## src/rtl/seg_txt_shifter.sv

```systemverilog
// seg_txt_shifter: captures a 64-bit segment pattern and shifts it LSB-first
// over a 3-wire chain (seg_clk / seg_sout / SEG_PEN), then pulses the latch.
// Optional build macro SEG_AUTO_REFRESH_EN: self-restart after REFRESH_GAP idle cycles.
module seg_txt_shifter #(
  parameter int CLK_DIV     = 2,
  parameter int REFRESH_GAP = 1024
) (
  input  logic        clk,
  input  logic        rst_n,
  input  logic        start,
  input  logic [63:0] SEG_TXT,
  output logic        busy,
  output logic        done,
  output logic        seg_clk,
  output logic        seg_sout,
  output logic        SEG_PEN,
  output logic        seg_clrn
);

  typedef enum logic [1:0] {IDLE, SHIFT, LATCH, DONE} state_t;

  localparam logic [7:0] DIV_LAST = 8'(CLK_DIV - 1);

  // Out-of-range parameters are rejected at elaboration.
  if (CLK_DIV < 1 || CLK_DIV > 255 || REFRESH_GAP < 1) begin : g_param_check
    $error("seg_txt_shifter: CLK_DIV must be 1..255 and REFRESH_GAP >= 1");
  end

  state_t      state_q;
  logic [63:0] shadow_q;
  logic [5:0]  bit_q;
  logic [7:0]  div_q;
  logic [7:0]  div_d;
  logic        div_last;
  logic        phase_q;      // 0: seg_clk low half, 1: seg_clk high half
  logic        busy_q;
  logic        done_q;
  logic        seg_clk_q;
  logic        seg_sout_q;
  logic        seg_pen_q;
  logic        seg_clrn_q;
  logic        go;           // frame launch request seen in IDLE

  // Shared half-period divider: wraps to 0 after CLK_DIV cycles.
  always_comb begin
    div_last = (div_q == DIV_LAST);
    div_d    = div_last ? 8'd0 : div_q + 8'd1;
  end

`ifdef SEG_AUTO_REFRESH_EN
  localparam int            GW       = (REFRESH_GAP > 1) ? $clog2(REFRESH_GAP) : 1;
  localparam logic [GW-1:0] GAP_LOAD = GW'(REFRESH_GAP - 1);

  logic [GW-1:0] gap_q;
  logic          armed_q;    // set once a frame has completed since reset

  always_comb begin
    go = start || (armed_q && (gap_q == '0));
  end

  // Idle-gap counter: loaded at frame end (and on any launch), counts down in IDLE.
  always_ff @(posedge clk or negedge rst_n) begin
    if (!rst_n) begin
      gap_q   <= '0;
      armed_q <= 1'b0;
    end else if (state_q == DONE) begin
      gap_q   <= GAP_LOAD;
      armed_q <= 1'b1;
    end else if (state_q == IDLE) begin
      if (go) begin
        gap_q <= GAP_LOAD;
      end else if (gap_q != '0) begin
        gap_q <= gap_q - 1'b1;
      end
    end
  end
`else
  always_comb begin
    go = start;
  end
`endif

  // Frame sequencer with all chain outputs registered.
  always_ff @(posedge clk or negedge rst_n) begin
    if (!rst_n) begin
      state_q    <= IDLE;
      shadow_q   <= '0;
      bit_q      <= '0;
      div_q      <= '0;
      phase_q    <= 1'b0;
      busy_q     <= 1'b0;
      done_q     <= 1'b0;
      seg_clk_q  <= 1'b0;
      seg_sout_q <= 1'b0;
      seg_pen_q  <= 1'b0;
      seg_clrn_q <= 1'b0;
    end else begin
      // Chain clear is only asserted during reset.
      seg_clrn_q <= 1'b1;
      unique case (state_q)
        IDLE: begin
          if (go) begin
            state_q    <= SHIFT;
            shadow_q   <= SEG_TXT;
            bit_q      <= '0;
            div_q      <= '0;
            phase_q    <= 1'b0;
            busy_q     <= 1'b1;
            seg_clk_q  <= 1'b0;
            seg_sout_q <= SEG_TXT[0];
          end
        end
        SHIFT: begin
          div_q <= div_d;
          if (div_last) begin
            if (!phase_q) begin
              phase_q   <= 1'b1;
              seg_clk_q <= 1'b1;
            end else begin
              // Falling edge: advance to the next bit.
              phase_q    <= 1'b0;
              seg_clk_q  <= 1'b0;
              shadow_q   <= {1'b0, shadow_q[63:1]};
              seg_sout_q <= shadow_q[1];
              bit_q      <= bit_q + 6'd1;
              if (bit_q == 6'd63) begin
                state_q    <= LATCH;
                seg_pen_q  <= 1'b1;
                seg_sout_q <= 1'b0;
              end
            end
          end
        end
        LATCH: begin
          div_q <= div_d;
          if (div_last) begin
            state_q   <= DONE;
            seg_pen_q <= 1'b0;
            busy_q    <= 1'b0;
            done_q    <= 1'b1;
          end
        end
        DONE: begin
          state_q <= IDLE;
          done_q  <= 1'b0;
        end
        default: state_q <= IDLE;
      endcase
    end
  end

  assign busy     = busy_q;
  assign done     = done_q;
  assign seg_clk  = seg_clk_q;
  assign seg_sout = seg_sout_q;
  assign SEG_PEN  = seg_pen_q;
  assign seg_clrn = seg_clrn_q;

endmodule
```

## config.mk

```make
export PLATFORM = sky130hd
export DESIGN_NAME = seg_txt_shifter
export DESIGN_NICKNAME = d
export VERILOG_FILES = /design/src/rtl/seg_txt_shifter.sv
export SDC_FILE = /design/constraint.sdc
export NUM_CORES = 1
export LEC_CHECK = 0
export ABC_CLOCK_PERIOD_IN_PS = 2800
export BUFFER_PORTS_ARGS = -buffer_cell sky130_fd_sc_hd__buf_2
export CORE_MARGIN = 2
export CORE_UTILIZATION = 42
export CTS_CLUSTER_SIZE = 10
export DETAILED_ROUTE_END_ITERATION = 10
export GPL_TIMING_DRIVEN = 0
export HOLD_SLACK_MARGIN = 0.02
export PLACE_DENSITY = 0.72
export SYNTH_ARGS = -nofsm -noshare
export SYNTH_HDL_FRONTEND = slang
export SYNTH_SLANG_ARGS = --single-unit
```

## constraint.sdc

```tcl
create_clock -name clk -period 2.8 [get_ports clk]
set_input_delay 0.14 -clock clk [delete_from_list [all_inputs] [get_ports clk]]
set_output_delay 0.14 -clock clk [all_outputs]
set_load 0.005 [all_outputs]
```

==> metrics.csv <==
stage,metric,value,unit
route,drc,0,
floorplan,start_util,43.32,%
finish,diodes,0,
sta,rsz0062_at_grt,no,
global_route,grtUsageTotal,19.11,%
sta,period_needed,2.242,ns
route,first_iter_violations,195,
clock_network,postCtsSetupRepairBufs,0,
placed_design,portBuffers,72,
floorplan,die_w,104.6,um
pwr,power.density,461.2,mW/mm^2
pwr,vdd_ir_drop_max,0.2275,mV
finish,area_delta_synth_final,17.82,%
worst_setup_path,start_kind,flip-flop,
sta,finalWorstSetupSlack,0.5585,ns
logic_synthesis,synth.yosys.warnings,0,
clock_network,ctsResizeCount,0,
finish,mostFrequentLayoutCell,o21ai_0,
floorplan,die_h,104.6,um
placed_design,place_hpwl,6906,um
floorplan,ios,73,
clock_network,cts_tree,built,
global_route,grt_pass1_wl,16880,um
clock_network,clock-root-buffer,clkbuf_8,
global_route,grt_max_degree,51,
placed_design,pre_cts_slack,0.5576,ns
worst_setup_path,cp_max_fo,10,
sta,slew_headroom,51.01,%
clock_network,numCtsBuffers,9,
clock_network,clock_path_buffers,2,
finish,drive_gt1_share,20.60,%
logic_synthesis,synth_seq_area_share,50.00,%
finish,final_cell_mix,"o21ai_0 (92), dfrtp_1 (85), buf_2 (73)",
global_route,grt_pass1_vias,3489,
worst_setup_path,critPathCaptureType,flip-flop,
route,firstDrtPassIters,4,
pwr,total_power,2.312,mW
placed_design,gp_congestion,0.7741,
sta,hold_viol_final,0,
sta,slew_viol_final,0,
logic_synthesis,syn_inst,410,
worst_setup_path,cp.required,3.05,ns
logic_synthesis,syn_area,0.004254,mm^2
route,drt_wl_total,9692,um
pwr,p_leak,2.534,nW
job,drv_cap,0,
floorplan,core,0.009819,mm^2
sta,finClkSkew,0.008578,ns
worst_setup_path,rrSetupSlack,0.56,ns
floorplan,die-area,0.01095,mm^2
clock_network,cts_hold_buffers,1,
sta,finalSetupTns,0,ns
clock_network,htree_levels,3,
finish,fin_nets,569,
logic_synthesis,ys_seq_elements,85,
min_path,hold_class,in2reg,
floorplan,num_rows,36,
route,ant_nets,0,
global_route,antenna_found_initial,1,
global_route,grt-ovfl-total,0,
clock_network,clk_pin_slew,0.08,ns
clock_network,clkLatencyLatePin,0.36,ns
worst_setup_path,critical_path_class,reg2reg,
sta,fmax,0.4461,GHz
worst_setup_path,cp.arrival,2.49,ns
route,vias_per_cell,5.436,
sta,tightest_slew,0.7348,ns
route,wl_per_cell,15.31,um
run_status,status,finished clean,
sta,setup_viol,0,
logic_synthesis,synth_nets,484,
route,vias,3441,
clock_network,cts.sinks,85,
logic_synthesis,synth.distinct_cells,40,
sta,post-route-period-util,80.05,%
logic_synthesis,syn_avg_cell_area,10.38,um^2
sequential cells by signal (all words and copies together) (netlist names):
signal and count:
shadow_q 63, div_q 8, bit_q 6, state_q 2, SEG_PEN 1, busy 1, done 1, seg_clk 1
seg_clrn 1, seg_sout 1
kinds of logic after synthesis:
| kind of cell | share of synthesized area, % |
|---|---|
| AO/OA/AOI/OAI | 20.44 |
| adder cells (fa/ha/maj) | 2.059 |
| XOR/XNOR | 0.6178 |
| multiplexers | 15.85 |
| other | 0.08815 |
| flip-flops | 50.00 |
| buffers and inverters | 4.471 |
| AND/OR/NAND/NOR | 6.471 |
critical path, cell delays in order (launching register included):
cell and delay, ns:
dfrtp_1 0.40, inv_1 0.08, ha_1 0.15, nor4b_4 0.37, a41oi_4 0.27, clkbuf_1 0.28
nor2_1 0.23, mux2_2 0.36
layer usage:
| layer | vias to the layer above | track usage, % | share of wire, % |
|---|---|---|---|
| met5 | - | 0 | 0.13 |
| met4 | 2 | 6.381 | 0.96 |
| met3 | 9 | 4.242 | 4.4 |
| met2 | 69 | 31.05 | 48 |
| met1 | 1702 | 25.40 | 46 |
| li1 | 1659 | - | - |
Yosys cell counts:
cell type  number  area, um^2
nor4b_4         1       23.77
or3_1           2       12.51
a32o_1          1       10.01
clkbuf_1       22       82.58
o21ai_1        50       250.2
xor2_1          2       17.52
nor2b_1         3       18.77
and2_1          4       25.02
and3_1          2       12.51
nor4_1          1       6.260
buf_1           1       3.750
inv_1           7       26.28
o21a_1          1       7.510
o2bb2ai_1       1       8.760
nand3_1         6       30.03
buf_2           2       10.01
nor3_2          1       10.01
o211ai_1        3       22.52
nor2_1          8       30.03
nand2b_1        3       18.77
nand4_1         4       25.02
o31ai_1         5       37.54
xnor2_1         1       8.760
o21ai_0        92       460.4
a21boi_0        1       7.510
or2_1           1       6.260
buf_6           6       67.56
o22ai_1         1       6.260
a31oi_1         1       6.260
a21oi_1         5       25.02
or4b_2          1       10.01
nand2_1         8       30.03
nand4b_1        1       8.760
conb_1          1       3.750
mux2i_1        64       640.6
dfrtp_1        85        2127
mux2_2          3       33.78
ha_1            7       87.58
nand3b_1        1       7.510
a41oi_4         1       27.53
where the power goes:
part / leakage [nW] / total (mW) / switching (mW) / internal, mW
Sequential: 1.00 / 1.30 / 0.0236 / 1.27
Combinational: 1.43 / 0.151 / 0.0756 / 0.0751
Clock: 0.103 / 0.864 / 0.433 / 0.431
Total: 2.53 / 2.31 / 0.532 / 1.78
final timing paths:
check	start	end	cells past startpoint
min in group asynchronous	rst_n	div_q[1]	2
setup reg to reg	div_q[1]	seg_sout	7
max in group asynchronous	rst_n	shadow_q[30]	3
hold reg to reg	SEG_PEN	SEG_PEN	1
setup / recovery	div_q[1]	seg_sout	7
hold / removal	SEG_TXT[63]	shadow_q[63]	3
metrics by stage:
| step | cells | hold WS, ns | utilization, % | instance area, um^2 |
|---|---|---|---|---|
| after global routing | 633 | 0.04655 | 51.04 | 5012 |
| final | 633 | 0.04024 | 51.04 | 5012 |
| after global placement | 615 | 0.4116 | 48.69 | 4781 |
| after floorplan | 410 | -0.1556 | - | 4254 |
| after detailed placement | 616 | 0.1340 | 48.99 | 4811 |
| after CTS | 633 | 0.02164 | 51.04 | 5012 |
cell type report:
class                   count  area, um^2
clock buffers              11       141.4
repair buffers             74       400.4
plain buffers              31       163.9
fillers                   916        4807
inverters                   7       26.28
well taps                 133       166.4
clock inverters             5       50.05
multi-input cells         287        1937
flip-flops and latches     85        2127
Note: power is estimated with default switching activity, not from simulation.
